**src/rtl/ifetch_if.sv**
```systemverilog
// Fetch-stage bus bundle: imem request/response, redirect input and the decode handshake.
// The master side is the fetch stage. The slave side is the imem/decode/back-end environment.
interface ifetch_if #(
    parameter int unsigned PC_W = 10
);
    logic            fetch_en;
    logic [PC_W-1:0] imem_addr;
    logic [1:0]      imem_word;
    logic [63:0]     imem_data;
    logic            redirect_valid;
    logic [PC_W-1:0] redirect_pc;
    logic            id_valid;
    logic            id_ready;
    logic [31:0]     id_inst;
    logic [PC_W-1:0] id_pc;

    modport master (
        input  fetch_en, imem_data, redirect_valid, redirect_pc, id_ready,
        output imem_addr, imem_word, id_valid, id_inst, id_pc
    );

    modport slave (
        output fetch_en, imem_data, redirect_valid, redirect_pc, id_ready,
        input  imem_addr, imem_word, id_valid, id_inst, id_pc
    );
endinterface

```
**src/rtl/ifetch.sv**
```systemverilog
// Instruction fetch stage: owns the PC, drives imem and buffers {pc, inst} pairs in a 2-entry
// queue for decode. A redirect flushes the queue and restarts fetch at the new target.
module ifetch #(
    parameter int unsigned     PC_W     = 10,
    parameter logic [PC_W-1:0] RESET_PC = '0,
    parameter logic [31:0]     NOP_INST = 32'h0000_0013
) (
    input  logic     clk,
    input  logic     rst_n,
    ifetch_if.master bus
);
    localparam int unsigned DEPTH  = 2;
    localparam int unsigned CNT_W  = 2;
    localparam int unsigned INST_W = 32;

    logic [PC_W-1:0]   r_pc;
    logic [PC_W-1:0]   r_ent_pc   [DEPTH];
    logic [INST_W-1:0] r_ent_inst [DEPTH];
    logic              r_rd_ptr;
    logic              r_wr_ptr;
    logic [CNT_W-1:0]  r_count;

    logic w_valid;
    logic w_pop;
    logic w_push;

    assign w_valid = (r_count != CNT_W'(0));
    assign w_pop   = w_valid & bus.id_ready;
    // A full queue can still accept a push when the head leaves in the same cycle.
    assign w_push  = bus.fetch_en & ~bus.redirect_valid
                   & ((r_count != CNT_W'(DEPTH)) | w_pop);

    // Outputs come only from state; imem_data and id_ready never reach id_* combinationally.
    assign bus.imem_addr = r_pc;
    assign bus.imem_word = 2'b10;
    assign bus.id_valid  = w_valid;
    assign bus.id_inst   = w_valid ? r_ent_inst[r_rd_ptr] : NOP_INST;
    assign bus.id_pc     = w_valid ? r_ent_pc[r_rd_ptr]   : PC_W'(0);

    // PC, queue storage, pointers and occupancy.
    always_ff @(posedge clk or negedge rst_n) begin
        if (!rst_n) begin
            r_pc     <= RESET_PC;
            r_rd_ptr <= 1'b0;
            r_wr_ptr <= 1'b0;
            r_count  <= CNT_W'(0);
            for (int i = 0; i < DEPTH; i++) begin
                r_ent_pc[i]   <= PC_W'(0);
                r_ent_inst[i] <= INST_W'(0);
            end
        end else if (bus.redirect_valid) begin
            r_pc     <= {bus.redirect_pc[PC_W-1:2], 2'b00};
            r_rd_ptr <= 1'b0;
            r_wr_ptr <= 1'b0;
            r_count  <= CNT_W'(0);
        end else begin
            if (w_push) begin
                r_ent_pc[r_wr_ptr]   <= r_pc;
                r_ent_inst[r_wr_ptr] <= bus.imem_data[INST_W-1:0];
                r_pc                 <= r_pc + PC_W'(4);
                r_wr_ptr             <= ~r_wr_ptr;
            end
            if (w_pop) begin
                r_rd_ptr <= ~r_rd_ptr;
            end
            case ({w_push, w_pop})
                2'b10:   r_count <= r_count + CNT_W'(1);
                2'b01:   r_count <= r_count - CNT_W'(1);
                default: r_count <= r_count;
            endcase
        end
    end
endmodule

```
**src/flat_wrapper.sv**
```systemverilog
// flat-port wrapper written by rule: the top's interface ports become plain ports
module ifetch_flat 
#(
    parameter int unsigned     PC_W     = 10,
    parameter logic [PC_W-1:0] RESET_PC = '0,
    parameter logic [31:0]     NOP_INST = 32'h0000_0013
)
  (clk, rst_n, bus_fetch_en, bus_imem_data, bus_redirect_valid, bus_redirect_pc, bus_id_ready, bus_imem_addr, bus_imem_word, bus_id_valid, bus_id_inst, bus_id_pc);
  ifetch_if #(.PC_W(PC_W)) bus_i ();
  input  logic clk;
  input  logic rst_n;
  input wire logic [$bits(bus_i.fetch_en)-1:0] bus_fetch_en;
  input wire logic [$bits(bus_i.imem_data)-1:0] bus_imem_data;
  input wire logic [$bits(bus_i.redirect_valid)-1:0] bus_redirect_valid;
  input wire logic [$bits(bus_i.redirect_pc)-1:0] bus_redirect_pc;
  input wire logic [$bits(bus_i.id_ready)-1:0] bus_id_ready;
  output wire logic [$bits(bus_i.imem_addr)-1:0] bus_imem_addr;
  output wire logic [$bits(bus_i.imem_word)-1:0] bus_imem_word;
  output wire logic [$bits(bus_i.id_valid)-1:0] bus_id_valid;
  output wire logic [$bits(bus_i.id_inst)-1:0] bus_id_inst;
  output wire logic [$bits(bus_i.id_pc)-1:0] bus_id_pc;
  assign bus_i.fetch_en = bus_fetch_en;
  assign bus_i.imem_data = bus_imem_data;
  assign bus_i.redirect_valid = bus_redirect_valid;
  assign bus_i.redirect_pc = bus_redirect_pc;
  assign bus_i.id_ready = bus_id_ready;
  assign bus_imem_addr = bus_i.imem_addr;
  assign bus_imem_word = bus_i.imem_word;
  assign bus_id_valid = bus_i.id_valid;
  assign bus_id_inst = bus_i.id_inst;
  assign bus_id_pc = bus_i.id_pc;
  ifetch #(.PC_W(PC_W), .RESET_PC(RESET_PC), .NOP_INST(NOP_INST)) u_core (.clk(clk), .rst_n(rst_n), .bus(bus_i));
endmodule
```
**config.mk**
```make
export PLATFORM = sky130hd
export DESIGN_NAME = ifetch_flat
export DESIGN_NICKNAME = d
export VERILOG_FILES = /design/src/rtl/ifetch_if.sv /design/src/rtl/ifetch.sv /design/src/flat_wrapper.sv
export SDC_FILE = /design/constraint.sdc
export NUM_CORES = 1
export LEC_CHECK = 0
export BUFFER_PORTS_ARGS = -buffer_cell sky130_fd_sc_hd__buf_4
export CAP_MARGIN = 0
export CELL_PAD_IN_SITES_DETAIL_PLACEMENT = 0
export CELL_PAD_IN_SITES_GLOBAL_PLACEMENT = 2
export CORE_UTILIZATION = 34
export CTS_CLUSTER_SIZE = 40
export DETAILED_ROUTE_END_ITERATION = 8
export PLACE_DENSITY_LB_ADDON = 0.1
export SLEW_MARGIN = 20
export SYNTH_ARGS = -nofsm -noshare
export SYNTH_HDL_FRONTEND = slang
export SYNTH_SLANG_ARGS = --single-unit
```
**constraint.sdc**
```tcl
create_clock -name clk -period 2.1 [get_ports clk]
set_clock_uncertainty 0.15 [all_clocks]
set_input_delay 0.42 -clock clk [delete_from_list [all_inputs] [get_ports clk]]
set_output_delay 0.42 -clock clk [all_outputs]
set_load 0.005 [all_outputs]
```
# Yosys cells after proc, flatten, opt, wreduce, memory -nomap -nowiden
# Cells that the tools add are included.
word_totals:
  register_bits: 98
  output_inout_bits: 55
  wordCells: 54
classes:
  add_sub_neg: 3
  magnitude_cmp: 3
  n_eq_ne: 3
  muxes: 22
  bitwise: 9
  reduce_logical: 6
ops:
  columns: ["operator", "n"]
  rows:
  - ["two-way mux 32 bit", 5]
  - ["two-way mux 10 bit", 7]
  - ["bitwise mux 64 bit", 1]
  - ["demux 32 bit (select 1 bit)", 1]
  - ["bitwise mux 20 bit", 1]
  - ["adder 10 x 3 -> 10 bit (second input constant)", 1]
  - ["demux 10 bit (select 1 bit)", 1]
  - ["nonzero test 2 bit", 3]
  - ["greater-or-equal comparator 2 bit (second input constant)", 2]
  - ["two-way mux 1 bit", 4]
  - ["NOT 1 -> 2 bit", 2]
  - ["one-hot mux 2 bit (2 select lines)", 1]
  - ["bitwise AND 1 bit", 3]
  - ["NOT 1 bit", 3]
  - ["nonzero test 3 bit", 1]
  - ["adder 2 x 1 -> 2 bit (second input constant)", 1]
  - ["== test 2 x 1 -> 1 bit (second input constant)", 1]
  - ["== test 2 bit (second input constant)", 1]
  - ["< comparator 2 x 1 -> 1 bit (second input constant)", 1]
  - ["two-way mux 2 bit", 1]
  - ["inequality test 2 bit (second input constant)", 1]
  - ["AND reduction 2 bit", 1]
  - ["subtractor 2 x 1 -> 2 bit (second input constant)", 1]
  - ["logical AND 1 bit", 1]
  - ["OR 1 bit", 1]

# Depth between registers and ports, before layout
logic_depth:
  word_depth: 7
  mapped_depth: 5

# Worst setup path after synthesis
# OpenSTA, ideal clock, no wires.
synth_timing:
  kind: "reg-to-output"
  startpoint: "register u_core.r_count[1]"
  endpoint: "output bus_id_inst[10]"
  arrival_time_ps: 1250
  required_ps: 1530
  setup_slack_ps: 280
  path_stages_with_launch: 6
  n_path_buf: 3
  cell_sequence: "dfrtp_1 -> buf_4 -> nor2_1 -> clkbuf_1 -> buf_1 -> nor2_1"
synth_via:
  elab_chain_cells: 2
synth_lines:
  columns: ["item", "line_no", "source"]
  rows:
  - ["start, declared", "ifetch.sv:21", "logic [CNT_W-1:0] r_count;"]
  - ["start signal, assigned", "ifetch.sv:67", "2'b10: r_count <= r_count + CNT_W'(1);"]
  - ["start signal, assigned", "ifetch.sv:68", "2'b01: r_count <= r_count - CNT_W'(1);"]
  - ["start signal, assigned", "ifetch.sv:69", "default: r_count <= r_count;"]
  - ["nonzero test 2 bit", "ifetch.sv:27", "assign w_valid = (r_count != CNT_W'(0));"]
  - ["two-way mux 32 bit", "ifetch.sv:37", "assign bus.id_inst = w_valid ? r_ent_inst[r_rd_ptr] : NOP_INST;"]
  - ["end, declared", "flat_wrapper.sv:20", "output wire logic [$bits(bus_i.id_inst)-1:0] bus_id_inst;"]
# No other way between the ends.

# Worst setup path after layout
layout_timing:
  startpoint: "register u_core.r_rd_ptr"
  endpoint: "output bus_id_inst[1]"
layout_via:
  elab_chain_cells: 5
layout_lines:
  columns: ["item", "line_no", "source"]
  rows:
  - ["start, declared", "ifetch.sv:19", "logic r_rd_ptr;"]
  - ["start signal, assigned", "ifetch.sv:64", "r_rd_ptr <= ~r_rd_ptr;"]
  - ["NOT 1 -> 2 bit (implied by the code)", "ifetch.sv:37", null]
  - ["two-way mux 32 bit (implied by the code) (3 in a row)", "ifetch.sv:37", null]
  - ["two-way mux 32 bit", "ifetch.sv:37", null]
# No other way between the ends. The select of a mux whose other input is x is not followed.

==> results.md <==
- Global placement routability congestion: 0.697
- Largest family of logic cells by synthesized area: multiplexers
- Worst VDD drop: 0.325 mV
- Die Wd: 118 µm
- Hold Crit Start: bus_redirect_pc[9]
- Psw: 1.32 mW
- Register-to-register setup slack: 0.19 ns
- Post-synthesis compound-gate area fraction: 0.0294
- Seq/Total Area, Yosys: 0.502
- Routed Wire Length: 9900 µm
- Worst-Skew Late Latency: 0.33 ns
- Clk buf depth: 2
- Setup ws final: 0.0563 ns
- Type of origin of the critical path: flop
- Cell taking the most area after synthesis: dfrtp_1
- Clock share of power: 0.301
- Final ANT Viol Nets: 0
- Fmax: 489 MHz
- Yosys top cell area share: 0.502
- Max Slew Vio Count: 0
- First drt pass iteration count: 4
- Post-synth cell types: 41
- Mean Syn Cell Area: 13.1 µm²
- Setup TNS: 0 ns
- Crit share post-route: 0.973
- Starting DRC count in detailed routing: 97
- Final Hold Viols: 0
- DRC violations left: 0
- HPWL after detailed placement: 6880 µm
- Global-route wire length before repair: 16600 µm
- Core box area: 13200 µm²
- H-tree levels: 3
- Inserted Diodes: 0
- Number of synthesized register bits: 92
- Mux contribution to synthesized area: 0.321
- DP Worst Slack: 0.129 ns
- Root Buffer: clkbuf_16
- P per Cell Area: 891 nW/µm²
- Hold EP: u_core.bus.imem_addr[9]
- Clock sinks: 92
- Die Y-Extent: 118 µm
- Largest net degree at the start of global routing: 36
- Setup violators final: 0
- Total GRT Usage: 0.153
- Post-route minimum period: 2.04 ns
- Netlist Area Pre-Place: 4590 µm²
- Sw Ratio: 0.249
- Vias: 3035
- Routed length per instance: 15.5 µm
- Nets: 538
- R2R Path Start: u_core.r_count[0]
- FP Rows: 42
- Number of global-route vias before repair: 3152
- Commonest cells after routing, fill and taps aside: buf_4, dfrtp_1, nor2_1
- Gate Count Post-Synth: 350
- Crit. End Element: output pin
- Mean number of vias per cell: 4.76
- Synthesis-to-layout area growth: 29.4%
- EDFF count, synth: 0
- Area contributors post-synth: dfrtp_1, mux2_4, mux2i_1
- Proportion of layout cells with a drive suffix above 1: 0.466
- Leak pwr: 2.77 nW
- Synth warnings: 0
- Post-Synth XOR/XNOR Area: 0.00191
- GRT Residual Overflow: 0
- Number of buffers created by CTS: 9
- Initial antenna violation count: 0
- Util after Layout: 0.450
- Initial core utilization: 0.348
- Part of the power in registers: 0.455
- WP data arrival: 1.47 ns
- Crit path kind: flop to output pin
- Max_cap viols: 0
- Status: finished, final reports clean
- Die area: 14000 µm²
- CTS clk-pin slew, worst paths: 0.06 ns
- Number of port buffers: 93
- Hold Slack: 0.162 ns
- CTS tree: done
- Unrepaired setup endpoints after global routing: no
- Primary FF master, synth: dfrtp_1
- HP Class: primary input to flop
- Top-Level Pins: 134
- Async SR Flop Fraction: 1.00
- Most common cell after layout, fill and taps aside: buf_4
- Critical Path Fanout Max: 9
- Post-Synth Simple-Gate Area: 0.0900
- Hold path cells: 3
- Worst Path Required: 1.53 ns
- Comb pwr share: 0.245
- Synth Area in Adders: 0.00273
- P_int: 3.97 mW
- R2R Path End: u_core.r_ent_inst[10]
- Cells on worst reg2reg path: 4
cell type report:
cell class	instances	area, µm²
Clock buffer	12	256
Clock inverter	2	35.0
Fill cell	1244	7250
Inverter	4	15.0
Multi-Input combinational cell	230	2080
Sequential cell	92	2310
Tap cell	176	220
Timing Repair Buffer	121	1020
cells in the mapped netlist (5+ instances only):
master,instances
mux2i_1,42
nand2_1,10
mux2_4,40
o21ai_0,5
mux2_2,30
nor2_1,45
a31oi_1,5
mux2_1,10
buf_4,9
clkbuf_1,6
dfrtp_1,92
through the flow:
step,instance area (µm²),cells,total power [mW]
after global routing,5940,637,5.61
after global placement,5560,617,3.68
after CTS,5910,636,5.37
after floorplan,4600,354,3.21
final,5940,637,5.29
after detailed placement,5560,617,3.72
power groups by stage:
stage          clock (mW)  combinational (mW)  sequential (mW)
4_1_cts              1.65                1.31             2.40
2_1_floorplan           0               0.836             2.37
6_report             1.59                1.29             2.41
3_3_place_gp            0                1.26             2.41
3_5_place_dp            0                1.28             2.43
5_1_grt              1.73                1.42             2.46
worst max-delay path, stage by stage (launching register included):
cell and delay [ns]:
dfrtp_2 0.44, buf_6 0.20, mux2i_1 0.29, nand2_1 0.08
buf_4 0.14
registers in the layout (all words and copies together), names as in the netlist:
name	count
u_core.bus.imem_addr	8
u_core.r_ent_pc	16
u_core.r_ent_inst	64
u_core.r_rd_ptr	1
u_core.r_count	2
u_core.r_wr_ptr	1
how the worst max path moves through the flow:
stage / start / to / slack [ns] / cells past startpoint
after floorplan: u_core.r_count[1] / bus_id_inst[10] / 0.28 / 5
after CTS: u_core.r_count[0] / bus_id_inst[1] / 0.005 / 6
final: u_core.r_rd_ptr / bus_id_inst[1] / 0.06 / 4
after global routing: u_core.r_count[0] / bus_id_inst[0] / 0.002 / 6
after detailed placement: bus_id_ready / u_core.r_ent_inst[5] / 0.13 / 5
after global placement: bus_id_ready / u_core.r_ent_inst[13] / 0.14 / 5
routing by layer:
layer  vias to the layer above  routed length (µm)  track usage
li1                       1439                   -            -
met4                         0                 108       0.0481
met3                        10                 376       0.0328
met5                         -                   0            0
met2                        64                4560        0.230
met1                      1522                4850        0.219
cells by family (layout without fill, tap and decap cells):
group | Yosys count | after routing
AOI/OAI and AO/OA | 20 | 20
muxes | 122 | 122
DFF | 92 | 92
adders and majority gates | 1 | 1
buffers and inverters | 32 | 139
and+or+nand+nor | 80 | 80
other | 2 | 6
xor gates and xnor gates | 1 | 1
timing repair:
action / 4_1_cts / 5_1_grt
pin swaps: 1 / 0
buffers inserted: 4 / 1
endpoints found under the setup margin: 35 / 26
endpoints found under the hold margin: 31 / 0
hold buffers: 1 / 0
gates resized for setup: 2 / 6
Note: power is estimated with default switching activity, not from simulation.
